<file path="src/rtl/clk_divider.sv">
// rtl/clk_divider.sv - synchronous integer clock divider with glitch-free clk_out and period tick
//
// Optional runtime divisor update is built when DIVIDER_RUNTIME_EN is defined;
// otherwise the divide ratio is the constant DIV_VALUE (clamped to at least 2).

module clk_divider #(
  parameter int DIV_VALUE = 4,
  parameter int CNT_W     = 16
) (
  input  logic             clk_i,
  input  logic             rst_i,
  input  logic             en_i,
`ifdef DIVIDER_RUNTIME_EN
  input  logic [CNT_W-1:0] div_in_i,
  input  logic             div_load_i,
`endif
  output logic             clk_out_o,
  output logic             tick_o
);

  // Ratios below 2 cannot form a low and a high phase, so they collapse to 2.
  localparam int               DIV_CLAMP = (DIV_VALUE < 2) ? 2 : DIV_VALUE;
  localparam logic [CNT_W-1:0] N_RST     = CNT_W'(DIV_CLAMP);
  localparam logic [CNT_W-1:0] ONE       = CNT_W'(1);
  localparam logic [CNT_W-1:0] TWO       = CNT_W'(2);

  logic [CNT_W-1:0] cnt_q, cnt_d;
  logic [CNT_W-1:0] cnt_next;
  logic [CNT_W-1:0] n_act;
  logic [CNT_W-1:0] high_start;
  logic             wrap;
  logic             clk_out_q, clk_out_d;
  logic             tick_q, tick_d;

  // The last count of the period; the next enabled edge starts a new period.
  assign wrap     = (cnt_q == n_act - ONE);
  assign cnt_next = wrap ? '0 : cnt_q + ONE;

  // High phase covers the final floor(N/2) counts, so odd N is low-biased.
  assign high_start = n_act - (n_act >> 1);

`ifdef DIVIDER_RUNTIME_EN
  logic [CNT_W-1:0] n_act_q, n_act_d;
  logic [CNT_W-1:0] n_pend_q, n_pend_d;
  logic [CNT_W-1:0] div_clamped;

  assign div_clamped = (div_in_i < TWO) ? TWO : div_in_i;
  assign n_act       = n_act_q;

  // A new ratio is staged in n_pend and only promoted at a wrap, so no period is cut short;
  // a load coinciding with the wrap bypasses the stage and governs the period starting there.
  always_comb begin
    n_pend_d = n_pend_q;
    n_act_d  = n_act_q;
    if (div_load_i) begin
      n_pend_d = div_clamped;
    end
    if (en_i && wrap) begin
      n_act_d = div_load_i ? div_clamped : n_pend_q;
    end
  end

  // Divisor registers; loads are accepted regardless of en_i.
  always_ff @(posedge clk_i) begin
    if (rst_i) begin
      n_act_q  <= N_RST;
      n_pend_q <= N_RST;
    end else begin
      n_act_q  <= n_act_d;
      n_pend_q <= n_pend_d;
    end
  end
`else
  assign n_act = N_RST;
`endif

  // Advance the phase only when enabled; clk_out holds and tick drops while paused.
  always_comb begin
    cnt_d     = cnt_q;
    clk_out_d = clk_out_q;
    tick_d    = 1'b0;
    if (en_i) begin
      cnt_d     = cnt_next;
      clk_out_d = (cnt_next >= high_start);
      tick_d    = (cnt_next == '0);
    end
  end

  // Phase counter and registered outputs; reset aborts any period in progress.
  always_ff @(posedge clk_i) begin
    if (rst_i) begin
      cnt_q     <= '0;
      clk_out_q <= 1'b0;
      tick_q    <= 1'b0;
    end else begin
      cnt_q     <= cnt_d;
      clk_out_q <= clk_out_d;
      tick_q    <= tick_d;
    end
  end

  assign clk_out_o = clk_out_q;
  assign tick_o    = tick_q;

endmodule

</file>
<file path="config.mk">
export PLATFORM = sky130hd
export DESIGN_NAME = clk_divider
export DESIGN_NICKNAME = d
export VERILOG_FILES = /design/src/rtl/clk_divider.sv
export SDC_FILE = /design/constraint.sdc
export NUM_CORES = 1
export LEC_CHECK = 0
export ABC_AREA = 1
export CAP_MARGIN = 0
export CORE_MARGIN = 1.5
export CORE_UTILIZATION = 45
export DETAILED_ROUTE_END_ITERATION = 8
export HOLD_SLACK_MARGIN = 0.06
export PLACE_DENSITY = 0.66
export SLEW_MARGIN = 20
export SYNTH_ARGS = -nofsm -noshare
export SYNTH_HDL_FRONTEND = slang
export SYNTH_SLANG_ARGS = --single-unit
</file>
<file path="constraint.sdc">
create_clock -name clk_i -period 1.77 [get_ports clk_i]
set_input_delay 0.2655 -clock clk_i [delete_from_list [all_inputs] [get_ports clk_i]]
set_output_delay 0.2655 -clock clk_i [all_outputs]
set_load 0.05 [all_outputs]
</file>
==> run metrics <==
final wirelength=around 2.7 mm; first-pass GRT wire length=~4.5 mm; final net count=198; Distinct cells, synth=22; clock-pin slew on the worst setup and hold paths=approximately 0.11 ns; Lkg Pwr=roughly 0.53 nW; share of cells above drive strength 1=about 16%; final setup vio count=0; Req. time, crit path=1.50 ns; crit path max-delay cell type=clkdlybuf4s50_1; Pwr Total=roughly 0.00084 W; top cells by area, synth=dfxtp_1, nand2_1, nor2_1; DP Area=between 1000 and 1500 um2; commonest non-fill, non-tap cell in the layout=nand2_1; vias in the first global route=just under 1k; Synth Area in Adders=2.205%; dpl hpwl=between 2 and 2.5 mm; Fin. Hold Viols=0; GR Overflow Total=0; XOR/XNOR Fraction of Synth Area=3.087%; Detail Route Antenna Nets=0; initial antenna violation count=0; Avg Cell Area, Syn=6.305 um2; CP Data Arrival Time=around 1.4 ns; crit end category=output port; max-cap violations=0; Pwr per Cell Area=638.2 nW/um2; Clock Latency Late Sink=just under 0.3 ns; synthesized netlist cell count=between 150 and 200; fin crit share=slightly below 100%; Seq/Total Area, Yosys=31.75%; Max stage delay on crit path=approximately 0.8 ns; Hold Path Class=flop to flop; initial DRC count=56; Top delay family on crit path=buffers and inverters; Max Slew Vio Count=0; worst slew pin tran=between 0.4 and 0.5 ns; Die H=about 53 um; number of H-tree levels=1; IO buf count=4; Fin Setup TNS=0 ns; die area=roughly 2800 um2; pin count of the biggest net entering global routing=14; vias per cell=5.294; RSZ-0062 raised after global routing=false; CP max FO=2; flops & latches, synth=18; io pins=5; Mapped Area=between 1000 and 1500 um2; IR drop worst, VDD=roughly 0.48 mV; CP Class=flop to output port; Num CTS Buffers=3; Die Width=roughly 53 um; worst rel slew slack=66.82%; Startpoint Class=flop; gpl congestion=0.8706; Max Freq=~0.59 GHz; worst path bufs/invs=1; Synth Area in Simple Gates=between 30 and 40%; Core ar.=2432 um2; diode count=0; Post-Route Skew=0.001680 ns; Mapped Nets=185; clk buf depth=2; Initial Utilization=46.66%; complex-gate fraction of the synthesized area=around 16%; final worst path period need=between 1.5 and 2 ns; DRT Pass-1 Iters=5; wire per inst=~12 um; Finished Cell Area=between 1000 and 1500 um2; # hold bufs at CTS=0; Area Overhead vs Synth=15.99%; most frequent cells in the layout=nand2_1, nor2_1, inv_1; Cell Chain, Critical Path=clkdlybuf4s50_1; global-route usage over all layers=between 20% and 30%; status=completed; area leader, netlist=dfxtp_1; largest family of logic cells by synthesized area=simple AND/OR/NAND/NOR gates; CTS tree=built; vias=around 1.2k; Synth warnings=0; top cell type's share of synthesized area=between 30% and 40%; clock root cell=clkbuf_4; Clock Sink Count=18; std cell rows=18; fraction of synthesized area in multiplexers=0%; Remaining DRCs=0
-- metal layers --
layer / global-route usage, % / vias to the layer above / share of wire [%]
li1: - / 606 / -
met2: 34.36 / 36 / 46
met5: 0 / - / 0
met4: 5.128 / 0 / 0.55
met1: 30.76 / 526 / 48
met3: 3.390 / 2 / 5.5
-- worst paths after layout --
kind         startpoint        end  slack [ns]  cells past startpoint
max           clk_out_o  clk_out_o        0.07                      1
min            cnt_q[2]   cnt_q[2]        0.51                      2
max reg2reg    cnt_q[3]  clk_out_o        0.14                      9
min reg2reg    cnt_q[2]   cnt_q[2]        0.51                      2
-- worst reg2reg max path: stages (launching register included) --
cell     delay, ns
dfxtp_1       0.51
nand3_2       0.17
nor2_4        0.21
nand2_2       0.09
o21ai_4       0.14
nand2_1       0.08
nor2_2        0.12
nand2_2       0.08
nor2_2        0.08
nor2_1        0.04
-- stage by stage --
| step | instances | hold slack (ns) | utilization [%] | worst slack, ns |
|---|---|---|---|---|
| 6_report | 221 | 0.5057 | 54.12 | 0.06771 |
| 5_1_grt | 221 | 0.5345 | 54.12 | 0.009497 |
| 4_1_cts | 219 | 0.5304 | 52.01 | 0.02905 |
| 3_5_place_dp | 216 | 0.5135 | 51.08 | 0.06421 |
| 3_3_place_gp | 216 | 0.5024 | 51.08 | 0.08559 |
| 2_1_floorplan | 180 | 0.3346 | - | 0.1874 |
-- power breakdown --
part / switching (W) / leakage, nW / internal, W
registers: 0.0000320 / 0.150 / 0.000430
logic: 0.0000991 / 0.368 / 0.0000683
clock network: 0.000132 / 0.0138 / 0.0000792
total: 0.000263 / 0.532 / 0.000577
-- registers in the layout, indices dropped and copies added (netlist names) --
register   flops
tick_o         1
cnt_q         16
clk_out_o      1
-- layout make-up --
type / instances / area (um2)
Fill cell: 240 / 1116
Inverter: 17 / 63.81
Timing Repair Buffer: 13 / 120.1
Tap cell: 30 / 37.54
Sequential cell: 18 / 369.1
Clock buffer: 3 / 22.52
Multi-Input combinational cell: 140 / 703.2
-- Yosys cell counts --
cell type  instances
a21oi_1           15
buf_4              1
clkbuf_1           4
dfxtp_1           18
ha_1               2
inv_1             17
nand2_1           49
nand2_2            4
nand3_1           12
nand3_2            1
nand4_1            5
nor2_1            24
nor2_2             3
nor2_4             2
nor3_2             1
o211ai_1           1
o21ai_0           13
o21ai_1            1
o21ai_2            1
o21bai_1           2
xnor2_1            1
xor2_1             3
-- kinds of logic (layout without fill, tap and decap cells) --
group,after synthesis,after routing
AOI/OAI and AO/OA,33,33
adders and majority gates,2,2
DFF,18,18
and+or+nand+nor,101,101
buffers and inverters,22,33
xor gates and xnor gates,4,4
-- repair_timing --
action	in CTS	in global routing
setup endpoints to repair	0	2
resized for setup	0	9
buffers inserted	0	2
Power figures use the tool's default switching activity.
